[src/rtl/sipo_frame_ctrl_if.sv]
// Handshake bundle between the frame controller, its upstream beat source,
// the sipo buffer write port and the array-side frame consumer.
interface sipo_frame_ctrl_if #(
    parameter int width_p = 8,
    parameter int depth_p = 128
);
    localparam int fill_w_lp = $clog2(depth_p + 1);

    logic                 in_valid_i;
    logic                 in_ready_o;
    logic [width_p-1:0]   in_data_i;
    logic                 in_last_i;
    logic                 clear_i;
    logic                 sipo_reset_o;
    logic                 sipo_valid_o;
    logic [width_p-1:0]   sipo_data_o;
    logic                 frame_valid_o;
    logic                 frame_yumi_i;
    logic [fill_w_lp-1:0] fill_count_o;
    logic                 busy_o;

    // Controller side.
    modport slave (
        input  in_valid_i, in_data_i, in_last_i, clear_i, frame_yumi_i,
        output in_ready_o, sipo_reset_o, sipo_valid_o, sipo_data_o,
               frame_valid_o, fill_count_o, busy_o
    );

    // Environment side: beat source, buffer and consumer together.
    modport master (
        output in_valid_i, in_data_i, in_last_i, clear_i, frame_yumi_i,
        input  in_ready_o, sipo_reset_o, sipo_valid_o, sipo_data_o,
               frame_valid_o, fill_count_o, busy_o
    );
endinterface

[src/rtl/sipo_frame_ctrl.sv]
// Fills one depth_p-entry sipo frame from a ready/valid beat stream, zero-pads
// short frames, holds the frame for the consumer and owns the buffer's clear.
module sipo_frame_ctrl #(
    parameter int width_p = 8,
    parameter int depth_p = 128
) (
    input  logic             clk_i,
    input  logic             reset_ni,
    sipo_frame_ctrl_if.slave bus
);
    localparam int cnt_w_lp  = $clog2(depth_p);
    localparam int fill_w_lp = $clog2(depth_p + 1);
    localparam logic [cnt_w_lp-1:0] cnt_max_lp = cnt_w_lp'(depth_p - 1);

    typedef enum logic [2:0] {
        S_INIT,
        S_FILL,
        S_PAD,
        S_HOLD,
        S_CLRRST,
        S_CLEAR
    } state_e;

    state_e                state_q, state_d;
    logic [cnt_w_lp-1:0]   cnt_q, cnt_d;
    logic [fill_w_lp-1:0]  fill_q, fill_d;
    logic                  cnt_last;
    logic                  accept;
    logic                  clear_take;

    always_ff @(posedge clk_i or negedge reset_ni) begin
        if (!reset_ni) begin
            state_q <= S_INIT;
            cnt_q   <= '0;
            fill_q  <= '0;
        end else begin
            state_q <= state_d;
            cnt_q   <= cnt_d;
            fill_q  <= fill_d;
        end
    end

    assign cnt_last   = (cnt_q == cnt_max_lp);
    assign clear_take = bus.clear_i && (state_q != S_CLRRST) && (state_q != S_CLEAR);
    assign accept     = (state_q == S_FILL) && bus.in_valid_i && !bus.clear_i;

    always_comb begin
        // NOTE: every output and next-state value gets a default first, so no
        // path through the case below can leave one unassigned and infer a latch.
        state_d           = state_q;
        cnt_d             = cnt_q;
        fill_d            = fill_q;
        bus.in_ready_o    = 1'b0;
        bus.sipo_reset_o  = 1'b0;
        bus.sipo_valid_o  = 1'b0;
        bus.sipo_data_o   = '0;
        bus.frame_valid_o = 1'b0;

        case (state_q)
            S_INIT: begin
                bus.sipo_reset_o = 1'b1;
                cnt_d            = '0;
                fill_d           = '0;
                state_d          = S_FILL;
            end
            S_FILL: begin
                bus.in_ready_o = !bus.clear_i;
                if (accept) begin
                    bus.sipo_valid_o = 1'b1;
                    bus.sipo_data_o  = bus.in_data_i;
                    cnt_d            = cnt_q + 1'b1;
                    fill_d           = fill_q + 1'b1;
                    // The last slot closes the frame even without in_last_i.
                    if (cnt_last)          state_d = S_HOLD;
                    else if (bus.in_last_i) state_d = S_PAD;
                end
            end
            S_PAD: begin
                bus.sipo_valid_o = 1'b1;
                cnt_d            = cnt_q + 1'b1;
                if (cnt_last) state_d = S_HOLD;
            end
            S_HOLD: begin
                bus.frame_valid_o = 1'b1;
                if (bus.frame_yumi_i) state_d = S_INIT;
            end
            S_CLRRST: begin
                bus.sipo_reset_o = 1'b1;
                cnt_d            = '0;
                state_d          = S_CLEAR;
            end
            S_CLEAR: begin
                bus.sipo_valid_o = 1'b1;
                cnt_d            = cnt_q + 1'b1;
                if (cnt_last) state_d = S_INIT;
            end
            default: state_d = S_INIT;
        endcase

        // Clear outranks accept and yumi; an aborted frame's beats are dropped.
        if (clear_take) begin
            state_d = S_CLRRST;
            fill_d  = '0;
        end
    end

    assign bus.fill_count_o = fill_q;
    assign bus.busy_o       = (state_q != S_FILL);
endmodule

[src/flat_wrapper.sv]
// flat-port wrapper written by rule: the top's interface ports become plain ports
module sipo_frame_ctrl_flat 
#(
    parameter int width_p = 8,
    parameter int depth_p = 128
)
  (clk_i, reset_ni, bus_in_valid_i, bus_in_data_i, bus_in_last_i, bus_clear_i, bus_frame_yumi_i, bus_in_ready_o, bus_sipo_reset_o, bus_sipo_valid_o, bus_sipo_data_o, bus_frame_valid_o, bus_fill_count_o, bus_busy_o);
  sipo_frame_ctrl_if #(.width_p(width_p), .depth_p(depth_p)) bus_i ();
  input  logic clk_i;
  input  logic reset_ni;
  input wire logic [$bits(bus_i.in_valid_i)-1:0] bus_in_valid_i;
  input wire logic [$bits(bus_i.in_data_i)-1:0] bus_in_data_i;
  input wire logic [$bits(bus_i.in_last_i)-1:0] bus_in_last_i;
  input wire logic [$bits(bus_i.clear_i)-1:0] bus_clear_i;
  input wire logic [$bits(bus_i.frame_yumi_i)-1:0] bus_frame_yumi_i;
  output wire logic [$bits(bus_i.in_ready_o)-1:0] bus_in_ready_o;
  output wire logic [$bits(bus_i.sipo_reset_o)-1:0] bus_sipo_reset_o;
  output wire logic [$bits(bus_i.sipo_valid_o)-1:0] bus_sipo_valid_o;
  output wire logic [$bits(bus_i.sipo_data_o)-1:0] bus_sipo_data_o;
  output wire logic [$bits(bus_i.frame_valid_o)-1:0] bus_frame_valid_o;
  output wire logic [$bits(bus_i.fill_count_o)-1:0] bus_fill_count_o;
  output wire logic [$bits(bus_i.busy_o)-1:0] bus_busy_o;
  assign bus_i.in_valid_i = bus_in_valid_i;
  assign bus_i.in_data_i = bus_in_data_i;
  assign bus_i.in_last_i = bus_in_last_i;
  assign bus_i.clear_i = bus_clear_i;
  assign bus_i.frame_yumi_i = bus_frame_yumi_i;
  assign bus_in_ready_o = bus_i.in_ready_o;
  assign bus_sipo_reset_o = bus_i.sipo_reset_o;
  assign bus_sipo_valid_o = bus_i.sipo_valid_o;
  assign bus_sipo_data_o = bus_i.sipo_data_o;
  assign bus_frame_valid_o = bus_i.frame_valid_o;
  assign bus_fill_count_o = bus_i.fill_count_o;
  assign bus_busy_o = bus_i.busy_o;
  sipo_frame_ctrl #(.width_p(width_p), .depth_p(depth_p)) u_core (.clk_i(clk_i), .reset_ni(reset_ni), .bus(bus_i));
endmodule
[config.mk]
export PLATFORM = sky130hd
export DESIGN_NAME = sipo_frame_ctrl_flat
export DESIGN_NICKNAME = d
export VERILOG_FILES = /design/src/rtl/sipo_frame_ctrl_if.sv /design/src/rtl/sipo_frame_ctrl.sv /design/src/flat_wrapper.sv
export SDC_FILE = /design/constraint.sdc
export NUM_CORES = 1
export LEC_CHECK = 0
export ABC_AREA = 1
export BUFFER_PORTS_ARGS = -buffer_cell sky130_fd_sc_hd__clkbuf_2
export CORE_MARGIN = 4
export CORE_UTILIZATION = 30
export DETAILED_ROUTE_END_ITERATION = 10
export PLACE_DENSITY = 0.59
export SYNTH_ARGS = -nofsm -noshare
export SYNTH_HDL_FRONTEND = slang
export SYNTH_SLANG_ARGS = --single-unit
[constraint.sdc]
create_clock -name clk_i -period 2.95 [get_ports clk_i]
set_input_delay 0.295 -clock clk_i [delete_from_list [all_inputs] [get_ports clk_i]]
set_output_delay 0.295 -clock clk_i [all_outputs]
set_load 0.01 [all_outputs]
==> results of run 1 <==
[sequential cells by signal, indices dropped and copies added (netlist names)]
signal                   cells
u_core.bus.fill_count_o      8
u_core.cnt_q                 7
u_core.state_q               3
[worst paths after layout]
| kind | from | end | cells after the start |
|---|---|---|---|
| max reg2reg | u_core.cnt_q[0]$_DFFE_PN0P_ | u_core.state_q[1]$_DFFE_PN0P_ | 10 |
| max in group asynchronous | reset_ni | u_core.cnt_q[6]$_DFFE_PN0P_ | 1 |
| min in group clk_i | bus_in_valid_i | u_core.cnt_q[1]$_DFFE_PN0P_ | 4 |
| min reg2reg | u_core.bus.fill_count_o[7]$_DFFE_PN0P_ | u_core.bus.fill_count_o[7]$_DFFE_PN0P_ | 2 |
| max | u_core.state_q[2]$_DFFE_PN0P_ | bus_sipo_valid_o | 8 |
| min | reset_ni | u_core.bus.fill_count_o[2]$_DFFE_PN0P_ | 1 |
[stage by stage]
stage	utilization	hold slack, ns	cells	power (W)
global route	0.370	0.0260	265	0.000463
CTS	0.370	0.00708	265	0.000448
floorplan	-	-0.000591	183	0.000257
detailed placement	0.360	0.283	262	0.000274
global placement	0.360	0.275	262	0.000274
finish	0.370	-0.0139	265	0.000440
[worst max-delay path, stage by stage, from the launching register on]
cell	delay, ns
dfrtp_1	0.53
nor2_4	0.21
nand2_4	0.10
nor2_8	0.16
nand2_4	0.12
nand2_4	0.15
nand2_1	0.07
inv_1	0.07
clkbuf_2	0.13
[cell families after synthesis]
group / synth area share
buffers and inverters: 0.140
and+or+nand+nor: 0.382
DFF: 0.344
adders and majority gates: 0.0191
AOI/OAI and AO/OA: 0.115
[synthesized netlist by cell type, types with 2 or more instances]
cell	count	area, sq um
nand2_1	45	169
inv_1	32	120
nor2_1	23	86.3
dfrtp_1	18	450
nand3_1	16	80.1
a21oi_1	6	30.0
nand4_1	6	37.5
nand2_4	5	56.3
o21ai_0	5	25.0
a21oi_2	4	35.0
buf_6	3	33.8
ha_1	2	25.0
nand2_2	2	12.5
nor2_2	2	12.5
o21ai_1	2	10.0
[power groups by stage]
| stage | clock network (W) | registers, W | logic (W) |
|---|---|---|---|
| final | 0.000171 | 0.000248 | 0.0000208 |
| after global routing | 0.000191 | 0.000248 | 0.0000236 |
| after CTS | 0.000178 | 0.000248 | 0.0000216 |
| after detailed placement | 0 | 0.000253 | 0.0000215 |
| after global placement | 0 | 0.000253 | 0.0000213 |
| after floorplan | 0 | 0.000253 | 0.00000407 |
[layer usage]
| layer | GRT usage | up-vias | routed length (um) |
|---|---|---|---|
| li1 | - | 641 | - |
| met1 | 0.138 | 518 | 1330 |
| met2 | 0.171 | 11 | 1340 |
| met3 | 0.0122 | 2 | 53 |
| met4 | 0.0302 | 0 | 25 |
| met5 | 0 | - | 0 |
[final cells by class]
type	count	area share
well taps	50	0.0411
multi-input cells	127	0.443
inverters	33	0.0813
clock buffers	3	0.0271
flip-flops and latches	18	0.296
repair buffers	34	0.112
==> impl_metrics.tcl, run 1 <==
set metrics [dict create \
    status "finished with violations" \
    failed_checks "negative hold slack" \
    min_period_ns 2.08 \
    diodes 0 \
    drc_errors 0 \
    drive_gt1_frac 0.260 \
    antenna_found_initial 0 \
    fillers 432 \
    final_common_cell "nand2_1" \
    synth_cell_types 27 \
    final_area_sq_mm 0.00152 \
    dieArea_sq_mm 0.00548 \
    fin_tns_setup_ns 0 \
    grt_max_degree 19 \
    rows 23 \
    synth_nets 199 \
    worstPathMaxFanout 12 \
    yosys_warnings 0 \
    fmax_mhz 480 \
    yosysSeqAreaShare 0.344 \
    cts_hold_buf 0 \
    grt_pass1_vias 1028 \
    final_cell_mix "45 x nand2_1, 34 x clkbuf_2, 32 x inv_1" \
    hold_path_class "input port to async pin" \
    first_pass_iters 4 \
    post_cts_buffers 0 \
    gp_congestion 0.789 \
    synthCells 183 \
    synth-edff-count 0 \
    drt_iter0_markers 79 \
    period_share 0.706 \
    rsz0062_at_grt "no" \
    p_leak_nw 0.848 \
    clockRootBuffer "clkbuf_8" \
    worst_ir_drop_vdd_v 0.000123 \
    ys_async_sr_fraction 1.00 \
    io_pins 35 \
    nets 233 \
    cp.arrival_ns 1.79 \
    cts_tree "built" \
    holdWs_ns -0.0139 \
    clkPwrFrac 0.389 \
    power.density_mw_per_mm2 289 \
    multi_input_area_sq_um 676 \
    cts.repair.resized 0 \
    synth_area_per_cell_sq_um 7.15 \
    io_buffer_count 34 \
    syn_area_sq_mm 0.00131 \
    p_comb_frac 0.047 \
    p_sw_frac 0.213 \
    finClkSkew_ns 0.00847 \
    reg2reg_setup_slack_ns 1.30 \
    fp.coreArea_sq_mm 0.00412 \
    worst_setup_path_start_kind "register" \
    grt_first_pass_wirelength_mm 4.54 \
    required_ns 2.65 \
    synth-seq-cells 18 \
    p_seq_frac 0.564 \
    initial_utilization 0.318 \
    num_vias 1172 \
    critPathKind "register to primary output" \
    end_kind "primary output" \
    internal_power_w 0.000346 \
    worstMarginPinSlew_ns 0.482 \
    wl_per_cell_um 10.3 \
    dieHeight_um 74.1 \
    clk_pin_slew_worst_paths_ns 0.07 \
    drt.antenna.violating_nets 0 \
    placed_area_sq_mm 0.00148 \
    routed_wl_mm 2.74 \
    regArea_sq_um 450 \
    slew_violations 0 \
    viasPerCell 4.42 \
    dp_slack_ns 1.11 \
    synth-main-ff-cell "dfrtp_1" \
    cts.path.max_buffers 2 \
    die_w_um 74.1 \
    p_switching_w 0.0000939 \
    clk_latency_ns 0.25 \
    hold_viol_final 10 \
    grtUsageTotal 0.102 \
    drv_cap 0 \
    clock-sinks 18 \
    slew_headroom 0.678 \
    area_growth_pct 16.4 \
    place_hpwl_mm 2.19 \
    htree_levels 1 \
    grt_overflow 0 \
    worst_slack_ns 0.866 \
    cts_buffers 3 \
    finalSetupViolations 0 \
]
Power figures use the tool's default switching activity.
==> run 2, diff against run 1 <==
--- a/config.mk
+++ b/config.mk
@@ -10,7 +10,7 @@
 export CORE_MARGIN = 4
 export CORE_UTILIZATION = 30
 export DETAILED_ROUTE_END_ITERATION = 10
-export PLACE_DENSITY = 0.59
+export PLACE_DENSITY = 0.61
 export SYNTH_ARGS = -nofsm -noshare
 export SYNTH_HDL_FRONTEND = slang
 export SYNTH_SLANG_ARGS = --single-unit
==> constraint.sdc (replaced) <==
create_clock -name clk_i -period 1.7 [get_ports clk_i]
set_input_delay 0.17 -clock clk_i [delete_from_list [all_inputs] [get_ports clk_i]]
set_output_delay 0.17 -clock clk_i [all_outputs]
set_load 0.01 [all_outputs]
==> impl_metrics.tcl, run 2 (same netlist as run 1, synthesis figures left out) <==
set metrics [dict create \
    io_pins 35 \
    largest_register_ffs 8 \
    drv_cap 0 \
    critPathSlowestCell "dfrtp_2" \
    p_leak_nw 0.908 \
    gp_congestion 0.853 \
    cpPeakStageDelay_ns 0.45 \
    drt_iter0_markers 63 \
    finalPower_w 0.000771 \
    nets 246 \
    critPathKind "register to primary output" \
    finalSetupViolations 0 \
    status "finished, final reports clean" \
    wl_met1_mm 1.44 \
    end_kind "primary output" \
    clk_latency_ns 0.25 \
    antenna_found_initial 0 \
    cts_tree "built" \
    critPathTopFamily "simple AND/OR/NAND/NOR gates" \
    clockRootBuffer "clkbuf_8" \
    regArea_sq_um 454 \
    drc_errors 0 \
    cp.arrival_ns 1.52 \
    p_seq_frac 0.559 \
    power.density_mw_per_mm2 454 \
    first_pass_iters 4 \
    p_sw_frac 0.218 \
    htree_levels 1 \
    worstPathMaxFanout 5 \
    clk_pin_slew_worst_paths_ns 0.07 \
    p_switching_w 0.000168 \
    grt_overflow 0 \
    drive_gt1_frac 0.325 \
    met2_length_mm 1.51 \
    period_share 0.993 \
    slew_headroom 0.677 \
    final_common_cell "nand2_1" \
    worst_ir_drop_vdd_v 0.000210 \
    worstMarginPinSlew_ns 0.484 \
    viasPerCell 4.59 \
    initial_utilization 0.318 \
    grtUsageTotal 0.111 \
    slew_violations 0 \
    area_growth_pct 29.6 \
    drt.antenna.violating_nets 0 \
    min_period_ns 1.69 \
    num_vias 1276 \
    final_cell_mix "44 x nand2_1, 31 x inv_1, 29 x clkbuf_2" \
    dieArea_sq_mm 0.00548 \
    fillers 435 \
    clkPwrFrac 0.389 \
    cts.path.max_buffers 2 \
    fmax_mhz 592 \
    place_hpwl_mm 2.28 \
    worst_setup_path_start_kind "register" \
    hold_path_class "input port to register" \
    cp_num_buf_inv 2 \
    grt_pass1_vias 1099 \
    rsz0062_at_grt "yes" \
    routed_wl_mm 3.06 \
    grt_max_degree 19 \
    die_w_um 74.1 \
    clock-sinks 18 \
    met3_length_um 75 \
    wl_per_cell_um 11.0 \
    grt_first_pass_wirelength_mm 4.90 \
    crit_chain "nor2_4 > nand2_4 > nor2_8 > buf_12 > nand2_8 > nor2_2 > buf_2" \
    diodes 0 \
    required_ns 1.53 \
    fp.coreArea_sq_mm 0.00412 \
    hold_viol_final 0 \
    internal_power_w 0.000603 \
    io_buffer_count 34 \
    p_comb_frac 0.053 \
    rows 23 \
    routed.top_layer "met4" \
    cts_buffers 3 \
    multi_input_area_sq_um 723 \
    dieHeight_um 74.1 \
    finClkSkew_ns 0.000693 \
    fin_tns_setup_ns 0 \
]
==> run 2: cell types whose count changed in the layout (fill, tap and decap cells not counted), moves of 3 or more <==
cell / change
buf_6: +3
nand2_8: +3
dfrtp_1: -3
buf_2: +3
clkbuf_2: -5
buf_4: +9
dfrtp_2: +3
==> run 2: power groups by stage <==
stage | combinational [W] | clock [W] | sequential [W]
floorplan | 0.00000707 | 0 | 0.000439
global placement | 0.0000365 | 0 | 0.000439
detailed placement | 0.0000372 | 0 | 0.000439
CTS | 0.0000391 | 0.000314 | 0.000430
global route | 0.0000468 | 0.000329 | 0.000430
finish | 0.0000406 | 0.000300 | 0.000431
==> run 2: area by class of cell <==
class / instances / share of cell area
clock buffers: 3 / 0.0243
inverters: 33 / 0.0730
multi-input cells: 128 / 0.426
flip-flops and latches: 18 / 0.268
well taps: 50 / 0.0369
repair buffers: 46 / 0.172
==> run 2: layer usage <==
layer	GRT usage	up-vias
met3	0.0162	2
met4	0.0302	0
met2	0.182	14
met5	0	-
met1	0.154	593
li1	-	667
==> run 2: final timing paths <==
check                                                       start                                endpoint  slack (ns)  cells after the start
min in group asynchronous                                reset_ni  u_core.bus.fill_count_o[3]$_DFFE_PN0P_        0.41                      2
max                                 u_core.state_q[1]$_DFFE_PN0P_                      bus_sipo_data_o[4]        0.01                      7
max reg2reg                         u_core.state_q[1]$_DFFE_PN0P_  u_core.bus.fill_count_o[0]$_DFFE_PN0P_        0.17                      7
min reg2reg                u_core.bus.fill_count_o[7]$_DFFE_PN0P_  u_core.bus.fill_count_o[7]$_DFFE_PN0P_        0.55                      2
min                                                   bus_clear_i           u_core.state_q[2]$_DFFE_PN0P_        0.35                      3
max in group asynchronous                                reset_ni           u_core.state_q[2]$_DFFE_PN0P_        0.94                      2
==> run 2: timing repair <==
| action | in CTS | in global routing |
|---|---|---|
| hold buffers | 1 | 0 |
| hold endpoints to repair | 18 | 0 |
| endpoints found under the setup margin | 1 | 1 |
| resized for setup | 3 | 15 |
| pin swaps | 2 | 4 |
| buffers inserted | 2 | 5 |
| gates cloned | 0 | 1 |
==> run 2: worst register-to-register path, cell delays in order (launching register included) <==
cell     delay, ns
dfrtp_2       0.45
nor2_4        0.14
buf_4         0.13
nand4_1       0.13
nand2_2       0.23
inv_1         0.16
nand3_1       0.09
o21ai_0       0.07
==> run 2: metrics by stage <==
| step | setup WS, ns | instance area, sq um | utilization | instances | hold WS (ns) |
|---|---|---|---|---|---|
| final | 0.0113 | 1700 | 0.412 | 278 | 0.349 |
| after global routing | -0.0692 | 1700 | 0.412 | 278 | 0.352 |
| after CTS | 0.0187 | 1590 | 0.386 | 272 | 0.342 |
| after detailed placement | 0.160 | 1510 | 0.368 | 266 | 0.160 |
| after global placement | 0.201 | 1510 | 0.368 | 266 | 0.154 |
| after floorplan | 0.271 | 1310 | - | 183 | -0.126 |
